## src/rtl/nac_axi_mem_arbiter.sv

```systemverilog
`default_nettype none
// ============================================================================
// Module   : nac_axi_mem_arbiter
// Brief    : two-master AXI4 arbiter sharing the DDR3 controller slave port
// Revision : 1.0 - initial release
// ============================================================================
module nac_axi_mem_arbiter #(
  parameter int AW  = 32,
  parameter int DW  = 32,
  parameter int APL = AW + 13,
  parameter int WPL = DW + DW / 8
) (
  input  logic             clk,
  input  logic             rst,
  input  logic             excl_m0,
  // master-side write address
  input  logic [2*APL-1:0] s_aw_pl,
  input  logic [1:0]       s_awvalid,
  output logic [1:0]       s_awready,
  // master-side write data
  input  logic [2*WPL-1:0] s_w_pl,
  input  logic [1:0]       s_wlast,
  input  logic [1:0]       s_wvalid,
  output logic [1:0]       s_wready,
  // master-side write response
  output logic [1:0]       s_bresp,
  output logic [1:0]       s_bvalid,
  input  logic [1:0]       s_bready,
  // master-side read address
  input  logic [2*APL-1:0] s_ar_pl,
  input  logic [1:0]       s_arvalid,
  output logic [1:0]       s_arready,
  // master-side read data
  output logic [DW-1:0]    s_rdata,
  output logic [1:0]       s_rresp,
  output logic             s_rlast,
  output logic [1:0]       s_rvalid,
  input  logic [1:0]       s_rready,
  // slave-side write address
  output logic [APL-1:0]   m_aw_pl,
  output logic             m_awvalid,
  input  logic             m_awready,
  // slave-side write data
  output logic [WPL-1:0]   m_w_pl,
  output logic             m_wlast,
  output logic             m_wvalid,
  input  logic             m_wready,
  // slave-side write response
  input  logic [1:0]       m_bresp,
  input  logic             m_bvalid,
  output logic             m_bready,
  // slave-side read address
  output logic [APL-1:0]   m_ar_pl,
  output logic             m_arvalid,
  input  logic             m_arready,
  // slave-side read data
  input  logic [DW-1:0]    m_rdata,
  input  logic [1:0]       m_rresp,
  input  logic             m_rlast,
  input  logic             m_rvalid,
  output logic             m_rready,
  // status
  output logic [1:0]       wr_grant,
  output logic [1:0]       rd_grant,
  output logic             proto_err
);

  localparam logic [1:0] W_IDLE = 2'd0;
  localparam logic [1:0] W_ADDR = 2'd1;
  localparam logic [1:0] W_DATA = 2'd2;
  localparam logic [1:0] W_RESP = 2'd3;

  localparam logic [1:0] R_IDLE = 2'd0;
  localparam logic [1:0] R_ADDR = 2'd1;
  localparam logic [1:0] R_DATA = 2'd2;

  logic [1:0]     r_wr_state;
  logic [1:0]     w_wr_state_nxt;
  logic [1:0]     r_rd_state;
  logic [1:0]     w_rd_state_nxt;

  // owner doubles as the round-robin pointer: it always names the last winner
  logic           r_wr_owner;
  logic           r_rd_owner;
  logic [1:0]     r_wr_grant;
  logic [1:0]     r_rd_grant;
  logic [7:0]     r_wr_len;
  logic [7:0]     r_wr_cnt;
  logic           r_proto_err;

  logic [1:0]     w_elig;
  logic [1:0]     w_aw_req;
  logic [1:0]     w_ar_req;
  logic           w_wr_win;
  logic           w_rd_win;
  logic           w_aw_hs;
  logic           w_w_hs;
  logic           w_b_hs;
  logic           w_ar_hs;
  logic           w_r_last_hs;
  logic [APL-1:0] w_aw_sel;
  logic [APL-1:0] w_ar_sel;
  logic [WPL-1:0] w_w_sel;

  // master 1 is locked out of new grants during boot loading
  assign w_elig   = {~excl_m0, 1'b1};
  assign w_aw_req = s_awvalid & w_elig;
  assign w_ar_req = s_arvalid & w_elig;
  assign w_wr_win = (w_aw_req == 2'b11) ? ~r_wr_owner : w_aw_req[1];
  assign w_rd_win = (w_ar_req == 2'b11) ? ~r_rd_owner : w_ar_req[1];

  assign w_aw_sel = r_wr_owner ? s_aw_pl[APL +: APL] : s_aw_pl[0 +: APL];
  assign w_ar_sel = r_rd_owner ? s_ar_pl[APL +: APL] : s_ar_pl[0 +: APL];
  assign w_w_sel  = r_wr_owner ? s_w_pl[WPL +: WPL]  : s_w_pl[0 +: WPL];

  assign m_aw_pl  = w_aw_sel;
  assign m_ar_pl  = w_ar_sel;
  assign m_w_pl   = w_w_sel;
  assign m_wlast  = r_wr_owner ? s_wlast[1] : s_wlast[0];

  assign s_bresp  = m_bresp;
  assign s_rdata  = m_rdata;
  assign s_rresp  = m_rresp;
  assign s_rlast  = m_rlast;

  assign wr_grant  = r_wr_grant;
  assign rd_grant  = r_rd_grant;
  assign proto_err = r_proto_err;

  assign w_aw_hs     = (r_wr_state == W_ADDR) && m_awvalid && m_awready;
  assign w_w_hs      = (r_wr_state == W_DATA) && m_wvalid && m_wready;
  assign w_b_hs      = (r_wr_state == W_RESP) && m_bvalid && m_bready;
  assign w_ar_hs     = (r_rd_state == R_ADDR) && m_arvalid && m_arready;
  assign w_r_last_hs = (r_rd_state == R_DATA) && m_rvalid && m_rready && m_rlast;

  // ---------------------------------------------------------------- write FSM
  always_ff @(posedge clk or posedge rst) begin
    if (rst) begin
      r_wr_state <= W_IDLE;
    end else begin
      r_wr_state <= w_wr_state_nxt;
    end
  end

  always_comb begin
    w_wr_state_nxt = r_wr_state;
    case (r_wr_state)
      W_IDLE:  if (|w_aw_req) w_wr_state_nxt = W_ADDR;
      W_ADDR:  if (w_aw_hs) w_wr_state_nxt = W_DATA;
      W_DATA:  if (w_w_hs && m_wlast) w_wr_state_nxt = W_RESP;
      W_RESP:  if (w_b_hs) w_wr_state_nxt = W_IDLE;
      default: w_wr_state_nxt = W_IDLE;
    endcase
  end

  always_comb begin
    s_awready = 2'b00;
    m_awvalid = 1'b0;
    s_wready  = 2'b00;
    m_wvalid  = 1'b0;
    s_bvalid  = 2'b00;
    m_bready  = 1'b0;
    case (r_wr_state)
      W_ADDR: begin
        m_awvalid = |(s_awvalid & r_wr_grant);
        s_awready = r_wr_grant & {2{m_awready}};
      end
      W_DATA: begin
        m_wvalid = |(s_wvalid & r_wr_grant);
        s_wready = r_wr_grant & {2{m_wready}};
      end
      W_RESP: begin
        m_bready = |(s_bready & r_wr_grant);
        s_bvalid = r_wr_grant & {2{m_bvalid}};
      end
      default: ;
    endcase
  end

  always_ff @(posedge clk or posedge rst) begin
    if (rst) begin
      r_wr_owner  <= 1'b1;
      r_wr_grant  <= 2'b00;
      r_wr_len    <= 8'd0;
      r_wr_cnt    <= 8'd0;
      r_proto_err <= 1'b0;
    end else begin
      if ((r_wr_state == W_IDLE) && |w_aw_req) begin
        r_wr_owner <= w_wr_win;
        r_wr_grant <= w_wr_win ? 2'b10 : 2'b01;
      end else if (w_b_hs) begin
        r_wr_grant <= 2'b00;
      end
      if (w_aw_hs) begin
        r_wr_len <= w_aw_sel[12:5];
        r_wr_cnt <= 8'd0;
      end
      // counter holds the index of the beat being accepted
      if (w_w_hs) begin
        r_wr_cnt <= r_wr_cnt + 8'd1;
        if (m_wlast ? (r_wr_cnt != r_wr_len) : (r_wr_cnt == r_wr_len)) begin
          r_proto_err <= 1'b1;
        end
      end
    end
  end

  // ----------------------------------------------------------------- read FSM
  always_ff @(posedge clk or posedge rst) begin
    if (rst) begin
      r_rd_state <= R_IDLE;
    end else begin
      r_rd_state <= w_rd_state_nxt;
    end
  end

  always_comb begin
    w_rd_state_nxt = r_rd_state;
    case (r_rd_state)
      R_IDLE:  if (|w_ar_req) w_rd_state_nxt = R_ADDR;
      R_ADDR:  if (w_ar_hs) w_rd_state_nxt = R_DATA;
      R_DATA:  if (w_r_last_hs) w_rd_state_nxt = R_IDLE;
      default: w_rd_state_nxt = R_IDLE;
    endcase
  end

  always_comb begin
    s_arready = 2'b00;
    m_arvalid = 1'b0;
    s_rvalid  = 2'b00;
    m_rready  = 1'b0;
    case (r_rd_state)
      R_ADDR: begin
        m_arvalid = |(s_arvalid & r_rd_grant);
        s_arready = r_rd_grant & {2{m_arready}};
      end
      R_DATA: begin
        m_rready = |(s_rready & r_rd_grant);
        s_rvalid = r_rd_grant & {2{m_rvalid}};
      end
      default: ;
    endcase
  end

  always_ff @(posedge clk or posedge rst) begin
    if (rst) begin
      r_rd_owner <= 1'b1;
      r_rd_grant <= 2'b00;
    end else begin
      if ((r_rd_state == R_IDLE) && |w_ar_req) begin
        r_rd_owner <= w_rd_win;
        r_rd_grant <= w_rd_win ? 2'b10 : 2'b01;
      end else if (w_r_last_hs) begin
        r_rd_grant <= 2'b00;
      end
    end
  end

endmodule
`default_nettype wire

```

## config.mk

```make
export PLATFORM = sky130hd
export DESIGN_NAME = nac_axi_mem_arbiter
export DESIGN_NICKNAME = d
export VERILOG_FILES = /design/src/rtl/nac_axi_mem_arbiter.sv
export SDC_FILE = /design/constraint.sdc
export NUM_CORES = 1
export LEC_CHECK = 0
export CAP_MARGIN = 25
export CORE_AREA = 2 2 191 193
export CTS_CLUSTER_DIAMETER = 40
export CTS_CLUSTER_SIZE = 24
export DETAILED_ROUTE_END_ITERATION = 10
export DIE_AREA = 0 0 193 195
export DONT_BUFFER_PORTS = 1
export MAX_ROUTING_LAYER = met4
export PLACE_DENSITY = 0.3
export SETUP_SLACK_MARGIN = 0.5
export SYNTH_ARGS = -nofsm -noshare
export SYNTH_HDL_FRONTEND = slang
export SYNTH_SLANG_ARGS = --single-unit
```

## constraint.sdc

```tcl
create_clock -name clk -period 1.7 [get_ports clk]
set_input_delay 0.34 -clock clk [delete_from_list [all_inputs] [get_ports clk]]
set_output_delay 0.34 -clock clk [all_outputs]
set_load 0.05 [all_outputs]
```

==> metrics.txt <==
status complete, but fails checks; failing checks negative setup slack; R2R Setup Slk -290 ps; Post-CTS Hold Fix Bufs 0; Remaining DRCs 0; worst-margin pin slew 508 ps; final hold violations 0; DR pass1 iterations 4; IO buf count 0; critical path class flip-flop to output port; first-pass GRT wire length 21.9 mm; final period utilization 121%; Seq/Total Area, Yosys 20.4%; Seq cells post-synth 27; syn_nets 656; Worst-path clk slew 80 ps; Max FO, Critical Path 8; worst hold slack 19.1 ps; detailed placement HPWL 13.1 mm; fmax 0.485 GHz; worst min-delay path class input pin to async pin; slew margin rel. 65.8%; Worst setup EP type output port; Tmin final 2060 ps; max-cap check violation count 0; worst setup margin -361 ps; Post-Syn Area 0.00332 mm²; gr usage total 8.13%; initial core utilization 9.39%; Vias 2866; WL per Instance 20.2 µm; CTS tree built; Worst Path Required 1360 ps; Critical Path AT 1720 ps; Remaining Overflow, GRT 0; nets 688; largest net degree at the start of global routing 28; Synthesis Warnings 0; gpl congestion 0.761; die area 0.0376 mm²; Final Max Tran Viols 0; die extent in x 193 µm; # H-tree levels 1; via/cell ratio 3.44; PwrDens 1540 mW/mm²; worst slack, placed -211 ps; dominant cells by area after synthesis mux2_2 44%, dfrtp_1 19%, buf_4 8.4%; clk_skew 4.92 ps; core area 0.0354 mm²; unrepaired setup endpoints after global routing yes; die span in y 195 µm; Worst setup SP type flip-flop; initial antenna violation count 1; Max Root-Sink Buffers 2; CTS Sinks 27; Area Growth Syn to Fin 68.1%; worst reg-to-reg path cell count 6; Top-Level Pins 493; share of post-route cells with drive strength above 1 75.3%; clock insertion delay at the later pin of the skew report 280 ps; share of the synthesized area in the top cell type 43.7%; drt total wl 16.8 mm; row count 69; DRC marker count from the first detailed-route iteration 73; TritonCTS buffer count 3; Finished Core Util 15.8%; Root Driver clkbuf_16; Gate Count Post-Synth 341; share of flip-flops with an asynchronous set or reset 100%; Post-synth EDFFs 0; leak pwr 2.35 nW; leading cell types in the layout, fill and taps excluded 130 x mux2_4, 29 x nand2_1, 27 x buf_6, 23 x buf_4, 15 x dfrtp_1; setup violators final 137; commonest non-fill, non-tap cell in the layout mux2_4; top_reg_cell synth dfrtp_1; vias in the first global route 3194; post-route ant nets 0; leading area contributor after synthesis mux2_2; maximum VDD drop 0.773 mV; Yosys cell types 38; syn avg cell area 9.75 µm²
==> synthesized netlist by cell type (4+ instances only) <==
cell / n
a22o_1: 5
and3_1: 12
buf_1: 5
buf_2: 9
buf_4: 37
dfrtp_1: 25
ha_1: 6
inv_1: 4
mux2_2: 129
mux2i_1: 6
nand2_1: 37
nand3_1: 5
nor2_1: 6
nor2b_1: 6
o21ai_0: 6
xor2_1: 8
==> through the flow <==
step	std cells	area, µm²	TNS [ps]	power [mW]
finish	834	5590	-37650	8.62
detailed placement	774	4330	-12470	6.42
global placement	774	4330	-9620	6.38
CTS	820	5330	-41600	8.45
floorplan	341	4040	-34.1	6.13
global route	834	5590	-44750	9.00
==> cells by family after synthesis <==
kind of cell | share of synthesized area [%]
and+or+nand+nor | 11.9
DFF | 20.4
AOI/OAI and AO/OA | 6.21
xor gates and xnor gates | 2.37
adders and majority gates | 2.26
buffers and inverters | 11.1
muxes | 45.8
==> flip-flops by register name, indices dropped and copies added, names as in the netlist <==
name	flops
wr_grant	2
r_wr_owner	1
rd_grant	2
r_wr_state	2
r_rd_state	2
r_wr_len	8
r_wr_cnt	8
r_rd_owner	1
proto_err	1
==> repair_timing <==
item / in CTS / in global routing
cloned: 11 / 3
endpoints found under the hold margin: 0 / 0
buffers inserted: 31 / 10
setup endpoints to repair: 172 / 173
resized for setup: 90 / 30
pin swaps: 25 / 15
==> power breakdown <==
part	leakage, nW	switching, mW	total, mW	internal [mW]
combinational	1.99	3.96	6.88	2.92
sequential	0.329	0.278	1.13	0.854
clock	0.0371	0.281	0.603	0.322
==> routing by layer <==
metal | global-route usage [%] | up-vias | wire [µm] | share of wire [%]
li1 | - | 1251 | - | -
met1 | 8.53 | 1375 | 5780 | 34
met2 | 16.1 | 217 | 9680 | 58
met3 | 0.809 | 23 | 1030 | 6.2
met4 | 1.66 | 0 | 316 | 1.9
met5 | - | - | 0 | 0
==> critical path, cell delays in order, from the launching register on <==
cell and delay [ps]:
dfstp_4 670, buf_12 140, buf_12 100, buf_16 130, mux2_4 400
==> final timing paths <==
| check | startpoint | endpoint |
|---|---|---|
| hold / removal | rst | rd_grant[0] |
| setup reg to reg | r_wr_owner | r_wr_state[1] |
| setup / recovery | r_wr_owner | m_aw_pl[33] |
| max in group asynchronous | rst | r_wr_owner |
| min in group clk | s_arvalid[0] | r_rd_owner |
| hold reg to reg | r_wr_cnt[7] | r_wr_cnt[7] |
==> cell type report <==
| cell class | count | area [µm²] |
|---|---|---|
| antenna | 1 | 2.50 |
| timing repair buffer | 81 | 1170 |
| sequential | 27 | 694 |
| clock buffer | 3 | 75.1 |
| clock inverter | 1 | 7.51 |
| tap | 461 | 577 |
| multi-input combinational | 256 | 3030 |
| inverter | 4 | 25.0 |
| fill | 3936 | 29800 |
Power figures use the tool's default switching activity.
